### src/rtl/sdp_read_streamer.sv
// rtl/sdp_read_streamer.sv - strided burst reader for an SDP block-RAM, latency-absorbing, valid/ready stream out
// Optional abort input and in-flight drop logic: define SDP_STREAM_ABORT_EN
module sdp_read_streamer #(
    parameter int READ_WIDTH      = 8,
    parameter int READ_ADDR_WIDTH = 8,
    parameter int READ_LATENCY_B  = 1,
    parameter int COUNT_WIDTH     = 16,
    parameter int OBUF_DEPTH      = 4
) (
    input  logic                       clk,
    input  logic                       resetn,
    input  logic                       req_valid,
    output logic                       req_ready,
    input  logic [READ_ADDR_WIDTH-1:0] req_base_addr,
    input  logic [COUNT_WIDTH-1:0]     req_count,
    input  logic [READ_ADDR_WIDTH-1:0] req_stride,
    output logic [READ_ADDR_WIDTH-1:0] mem_addrb,
    output logic                       mem_enb,
    output logic                       mem_regceb,
    input  logic [READ_WIDTH-1:0]      mem_doutb,
    output logic                       out_valid,
    input  logic                       out_ready,
    output logic [READ_WIDTH-1:0]      out_data,
    output logic                       out_last,
`ifdef SDP_STREAM_ABORT_EN
    input  logic                       abort,
`endif
    output logic                       done
);
    localparam int PTR_W = $clog2(OBUF_DEPTH);
    localparam int CNT_W = PTR_W + 1;
    localparam logic [CNT_W-1:0]       CNT_ONE    = CNT_W'(1);
    localparam logic [PTR_W-1:0]       PTR_ONE    = PTR_W'(1);
    localparam logic [COUNT_WIDTH-1:0] REM_ONE    = COUNT_WIDTH'(1);
    localparam logic [CNT_W:0]         CREDIT_LIM = (CNT_W+1)'(OBUF_DEPTH);

    typedef enum logic [1:0] {S_IDLE, S_ISSUE, S_DRAIN, S_ABORT} state_t;
    state_t state;

    logic [READ_ADDR_WIDTH-1:0] addr;
    logic [READ_ADDR_WIDTH-1:0] stride;
    logic [COUNT_WIDTH-1:0]     remaining;
    logic                       mem_last;
    logic [READ_LATENCY_B-1:0]  tag_valid;
    logic [READ_LATENCY_B-1:0]  tag_last;
    logic [CNT_W-1:0]           inflight;
    logic [CNT_W-1:0]           inflight_next;
    logic [CNT_W-1:0]           obuf_count;
    logic [CNT_W:0]             credit_used;
    logic [PTR_W-1:0]           wr_ptr;
    logic [PTR_W-1:0]           rd_ptr;
    logic [READ_WIDTH-1:0]      obuf_data [OBUF_DEPTH];
    logic [OBUF_DEPTH-1:0]      obuf_last;
    logic                       tail_valid;
    logic                       tail_last;
    logic                       push;
    logic                       pop;
    logic                       can_issue;
    logic                       drain_done;

    assign mem_regceb = 1'b1;
    assign tail_valid = tag_valid[READ_LATENCY_B-1];
    assign tail_last  = tag_last[READ_LATENCY_B-1];
    assign out_valid  = (obuf_count != '0);
    assign out_data   = obuf_data[rd_ptr];
    assign out_last   = obuf_last[rd_ptr];
    assign pop        = out_valid && out_ready;
    assign credit_used = {1'b0, inflight} + {1'b0, obuf_count};

`ifdef SDP_STREAM_ABORT_EN
    logic abort_hit;
    logic dropping;
    assign abort_hit = abort && (state == S_ISSUE || state == S_DRAIN);
    // Data returning for an aborted burst is never written into the buffer
    assign push      = tail_valid && !dropping && !abort_hit;
    assign can_issue = (state == S_ISSUE) && (remaining != '0) && (credit_used < CREDIT_LIM) && !abort_hit;
`else
    assign push      = tail_valid;
    assign can_issue = (state == S_ISSUE) && (remaining != '0) && (credit_used < CREDIT_LIM);
`endif

    // A read holds one credit from the issue decision until its data lands in the buffer
    always_comb begin
        inflight_next = inflight;
        if (can_issue && !tail_valid) begin
            inflight_next = inflight + CNT_ONE;
        end else if (!can_issue && tail_valid) begin
            inflight_next = inflight - CNT_ONE;
        end
    end

    // Finished when nothing is in flight and the final beat leaves this cycle (or already left)
    assign drain_done = (inflight == '0) && !tail_valid &&
                        ((obuf_count == '0) || ((obuf_count == CNT_ONE) && pop));

    always_ff @(posedge clk or negedge resetn) begin
        if (!resetn) begin
            state     <= S_IDLE;
            req_ready <= 1'b0;
            mem_enb   <= 1'b0;
            mem_addrb <= '0;
            mem_last  <= 1'b0;
            done      <= 1'b0;
            addr      <= '0;
            stride    <= '0;
            remaining <= '0;
            inflight  <= '0;
            tag_valid <= '0;
            tag_last  <= '0;
`ifdef SDP_STREAM_ABORT_EN
            dropping  <= 1'b0;
`endif
        end else begin
            done         <= 1'b0;
            mem_enb      <= can_issue;
            mem_last     <= can_issue && (remaining == REM_ONE);
            inflight     <= inflight_next;
            tag_valid[0] <= mem_enb;
            tag_last[0]  <= mem_last;
            for (int i = 1; i < READ_LATENCY_B; i++) begin
                tag_valid[i] <= tag_valid[i-1];
                tag_last[i]  <= tag_last[i-1];
            end
            if (can_issue) begin
                mem_addrb <= addr;
                addr      <= addr + stride;
                remaining <= remaining - REM_ONE;
            end
            case (state)
                S_IDLE: begin
                    req_ready <= 1'b1;
                    if (req_valid && req_ready) begin
                        addr      <= req_base_addr;
                        stride    <= req_stride;
                        remaining <= req_count;
                        if (req_count == '0) begin
                            done <= 1'b1;
                        end else begin
                            state     <= S_ISSUE;
                            req_ready <= 1'b0;
                        end
                    end
                end
                S_ISSUE: begin
                    if (can_issue && remaining == REM_ONE) begin
                        state <= S_DRAIN;
                    end
                end
                S_DRAIN: begin
                    if (drain_done) begin
                        done      <= 1'b1;
                        state     <= S_IDLE;
                        req_ready <= 1'b1;
                    end
                end
`ifdef SDP_STREAM_ABORT_EN
                S_ABORT: begin
                    if (inflight_next == '0) begin
                        state     <= S_IDLE;
                        req_ready <= 1'b1;
                        dropping  <= 1'b0;
                    end
                end
`endif
                default: state <= S_IDLE;
            endcase
`ifdef SDP_STREAM_ABORT_EN
            if (abort_hit) begin
                done      <= 1'b0;
                state     <= (inflight_next == '0) ? S_IDLE : S_ABORT;
                req_ready <= (inflight_next == '0);
                dropping  <= (inflight_next != '0);
            end
`endif
        end
    end

    always_ff @(posedge clk or negedge resetn) begin
        if (!resetn) begin
            wr_ptr     <= '0;
            rd_ptr     <= '0;
            obuf_count <= '0;
            obuf_last  <= '0;
            for (int i = 0; i < OBUF_DEPTH; i++) begin
                obuf_data[i] <= '0;
            end
`ifdef SDP_STREAM_ABORT_EN
        end else if (abort_hit) begin
            wr_ptr     <= '0;
            rd_ptr     <= '0;
            obuf_count <= '0;
`endif
        end else begin
            if (push) begin
                obuf_data[wr_ptr] <= mem_doutb;
                obuf_last[wr_ptr] <= tail_last;
                wr_ptr            <= wr_ptr + PTR_ONE;
            end
            if (pop) begin
                rd_ptr <= rd_ptr + PTR_ONE;
            end
            if (push && !pop) begin
                obuf_count <= obuf_count + CNT_ONE;
            end else if (!push && pop) begin
                obuf_count <= obuf_count - CNT_ONE;
            end
        end
    end
endmodule

### config.mk
export PLATFORM = sky130hd
export DESIGN_NAME = sdp_read_streamer
export DESIGN_NICKNAME = d
export VERILOG_FILES = /design/src/rtl/sdp_read_streamer.sv
export SDC_FILE = /design/constraint.sdc
export NUM_CORES = 1
export LEC_CHECK = 0
export BUFFER_PORTS_ARGS = -buffer_cell sky130_fd_sc_hd__buf_2
export CAP_MARGIN = 10
export CORE_MARGIN = 2
export CORE_UTILIZATION = 52
export CTS_CLUSTER_DIAMETER = 100
export DETAILED_ROUTE_END_ITERATION = 16
export GPL_TIMING_DRIVEN = 1
export PLACE_DENSITY = 0.76
export SLEW_MARGIN = 10
export SYNTH_ARGS = -nofsm -noshare
export SYNTH_HDL_FRONTEND = slang
export SYNTH_SLANG_ARGS = --single-unit
### constraint.sdc
create_clock -name clk -period 3.1 [get_ports clk]
set_input_delay 0.31 -clock clk [delete_from_list [all_inputs] [get_ports clk]]
set_output_delay 0.31 -clock clk [all_outputs]
set_load 0.005 [all_outputs]
==> impl_metrics.csv <==
group,metric,value,unit
setup_path,r2r-start,"remaining[10]$_DFF_PN0_",
status,status,"completed",
clocking,cts_buffer_depth,2,
setup_path,cp_num_cells,8,
global_route,use_met3,0.0394,
setup_path,cp_slowest_cell,"or4_4",
setup_path,endpoint_kind,"flop",
job,cap_violations,0,
floorplanning,num_io_pins,66,
setup_path,startpoint_type,"flop",
floorplanning,die_w,99.5,µm
synthesis,synth-seq-cells,94,
clocking,ctsResizeCount,0,
cells_and_area,area_delta_synth_final,13.6,%
sta,hold_violations,0,
sta,max_freq,0.341,GHz
sta,clock_skew,0.0114,ns
route,dr.pass1.iters,4,
clocking,clock_sinks,94,
min_path,hp-class,"input port to flop",
power_and_ir_drop,seq_power_share,0.402,
synthesis,synthArstFlopShare,1.00,
cells_and_area,diodes,0,
clocking,clk-insertion-delay-late,0.36,ns
setup_path,worst_setup_path_endpoint,"inflight[1]$_DFFE_PN0P_",
sta,whs,0.124,ns
clocking,post_cts_buffers,0,
placed_design,dpl.hpwl,6730,µm
power_and_ir_drop,pwr-share-comb,0.447,
setup_path,critPathTopFamily,"simple AND/OR/NAND/NOR gates",
placed_design,portBuffers,64,
setup_path,worstSetupPathType,"flop to flop",
setup_path,path_buf_inv,2,
clocking,clkSlewWorstSetupHoldPaths,0.10,ns
setup_path,crit_chain,"or4_4, or4b_1, o21ai_4, inv_4, ha_1, inv_1, fa_1, mux2_2",
global_route,track_usage,0.201,
route,routed_wl,9370,µm
clocking,cts_buffers,9,
floorplanning,start_util,0.539,
power_and_ir_drop,peakVddDrop,0.394,mV
power_and_ir_drop,power_frac_clock,0.151,
route,first_iter_violations,156,
sta,finalSetupViolCount,0,
synthesis,syn-instance-count,425,
sta,max_slew.worst_pin.slew,0.912,ns
setup_path,worstPathArrival,3.19,ns
route,drc,0,
global_route,grt_antenna_before_repair,0,
route,avgViaCountPerCell,5.56,
floorplanning,core,0.00881,mm²
power_and_ir_drop,leakage,2.48,nW
clocking,postCtsHoldBufs,1,
floorplanning,rows,34,
power_and_ir_drop,intPower,3.47,mW
cells_and_area,seq_area,0.00235,mm²
global_route,grt_pass1_vias,3245,
synthesis,synthesis.area,0.00475,mm²
sta,period_needed,2.94,ns
synthesis,syn_area_per_cell,11.2,µm²
global_route,grt_max_degree,49,
setup_path,r2r_setup_slack,0.16,ns
clocking,clock_tree.root_cell,"clkbuf_8",
setup_path,startpoint,"remaining[10]$_DFF_PN0_",
sta,setup_tns,0,ns
power_and_ir_drop,power.density,1040,mW/mm²
sta,rsz0062_at_grt,"false",
route,ant_nets,0,
route,dr_total_vias,3357,
setup_path,crit_fanout,18,
cells_and_area,final_layout_size_suffix_gt1_frac,0.288,
global_route,busiest_layer,"met2",
synthesis,synth_edf_count,0,
synthesis,seq_area_frac_synth,0.496,
power_and_ir_drop,switching_share,0.379,
route,avgRoutedWirePerCell,15.5,µm
power_and_ir_drop,power.switching,2.12,mW
sta,finalCritPeriodShare,0.947,
clocking,tritoncts,"built",
sta,slew_violations,0,
global_route,grt.overflow.total,0,
clocking,cts_max_level,3,
placed_design,finalWeightedCongestion,0.824,
sta,relSlewSlack,0.392,
synthesis,ys_warn_count,0,
synthesis,synth_nets,493,
setup_path,cp_slowest_stage_delay,0.56,ns
cells_and_area,multi_input_area,0.00225,mm²
floorplanning,die_h,99.5,µm
global_route,grt_pass1_wl,15700,µm
cells_and_area,fill_cells,742,
floorplanning,die-area,0.00991,mm²
cells_and_area,finalNetCount,559,
setup_path,crit_required,3.35,ns
synthesis,yosysUniqueCellTypes,52,
setup_path,reg2regPathDepth,8,
setup_path,worstReg2RegEnd,"inflight[1]$_DFFE_PN0P_",
synthesis,synthFlopType,"dfrtp_1",
global_route,met2_usage,0.331,
global_route,grt_use_met1,0.274,
==> registers in the layout, summed over array words and instances, names as in the netlist, 2 cells and up <==
name,cells
wr_ptr,2
obuf_count,3
obuf_data,32
state,2
mem_addrb,8
remaining,16
inflight,3
obuf_last,4
stride,8
rd_ptr,2
addr,8
==> synth_stat cells, drive strengths merged, types with 8 or more instances <==
library cell,n,share of area
dfrtp,94,0.50
nand2,74,0.059
mux2,39,0.093
nor2,23,0.018
ha,22,0.058
inv,16,0.013
o21ai,14,0.017
a31oi,13,0.017
buf,9,0.011
mux4,9,0.043
xor2,9,0.017
nand3,8,0.0084
or3,8,0.011
==> power by group through the flow <==
stage	registers [mW]	logic [mW]	clock network (mW)
after CTS	2.25	2.53	0.861
after global placement	2.23	2.40	0
after detailed placement	2.28	2.51	0
final	2.25	2.50	0.842
after floorplan	2.08	2.00	0
after global routing	2.33	2.81	0.915
==> worst reg2reg max path: cells and delay by family, from the launching register on <==
kind | cells | cell delay [ns]
multiplexers | 1 | 0.27
AND/OR/NAND/NOR | 2 | 1.11
buffers and inverters | 2 | 0.20
adder cells (fa/ha/maj) | 2 | 0.63
flip-flops | 1 | 0.43
AO/OA/AOI/OAI | 1 | 0.19
==> kinds of logic after synthesis <==
logic type	count (synthesis)	share of synthesized area
and+or+nand+nor	149	0.149
DFF	94	0.496
AOI/OAI and AO/OA	58	0.0873
muxes	51	0.142
buffers and inverters	32	0.0293
adders and majority gates	24	0.0664
xor gates and xnor gates	16	0.0295
other	1	0.000790
==> through the flow <==
step	area, µm²	worst slack [ns]	power [mW]	cells	util
3_5_place_dp	5170	0.182	4.79	587	0.587
3_3_place_gp	5170	0.241	4.63	587	0.587
5_1_grt	5390	0.0203	6.05	604	0.612
4_1_cts	5390	0.150	5.64	604	0.612
2_1_floorplan	4750	0.0422	4.09	425	-
6_report	5390	0.164	5.59	604	0.612
==> metal layers <==
| layer | up-vias | share of wire | wire (µm) |
|---|---|---|---|
| met2 | 79 | 0.48 | 4520 |
| met1 | 1625 | 0.47 | 4440 |
| li1 | 1644 | - | - |
| met3 | 9 | 0.035 | 327 |
| met5 | - | 0 | 0 |
| met4 | 0 | 0.0086 | 81 |
==> cell usage in the layout (no fill, tap or decap), types with 4 or more instances in the layout <==
master	count
nand3_1	8
inv_1	15
o21ai_0	13
mux4_2	9
nor4_1	6
a31oi_1	13
nor2_1	23
a21oi_1	4
or4_1	4
o2111ai_1	4
buf_2	63
nand2_1	74
ha_1	22
mux2_2	39
xor2_1	9
nand2b_1	5
clkbuf_8	10
xnor2_1	7
dfrtp_1	94
nor3_1	5
or3_1	8
buf_4	7
o211ai_1	4
==> layout make-up <==
class                           instances  area share
Sequential cell                        94       0.436
Timing Repair Buffer                   71      0.0701
Multi-Input combinational cell        299       0.418
Inverter                               16      0.0116
Tap cell                              108      0.0251
Clock buffer                           10      0.0255
Clock inverter                          6      0.0130
==> worst min path at each step <==
| stage | from | end | slack [ns] | cells after the start |
|---|---|---|---|---|
| 6_report | req_stride[3] | stride[3]$_DFFE_PN0P_ | 0.12 | 3 |
| 5_1_grt | req_stride[4] | stride[4]$_DFFE_PN0P_ | 0.12 | 3 |
| 4_1_cts | req_stride[3] | stride[3]$_DFFE_PN0P_ | 0.12 | 3 |
| 3_5_place_dp | mem_last$_DFF_PN0_ | tag_last$_DFF_PN0_ | 0.34 | 0 |
| 3_3_place_gp | mem_last$_DFF_PN0_ | tag_last$_DFF_PN0_ | 0.34 | 0 |
| 2_1_floorplan | resetn | addr[0]$_DFF_PN0_ | 0.01 | 0 |
Power figures use the tool's default switching activity.
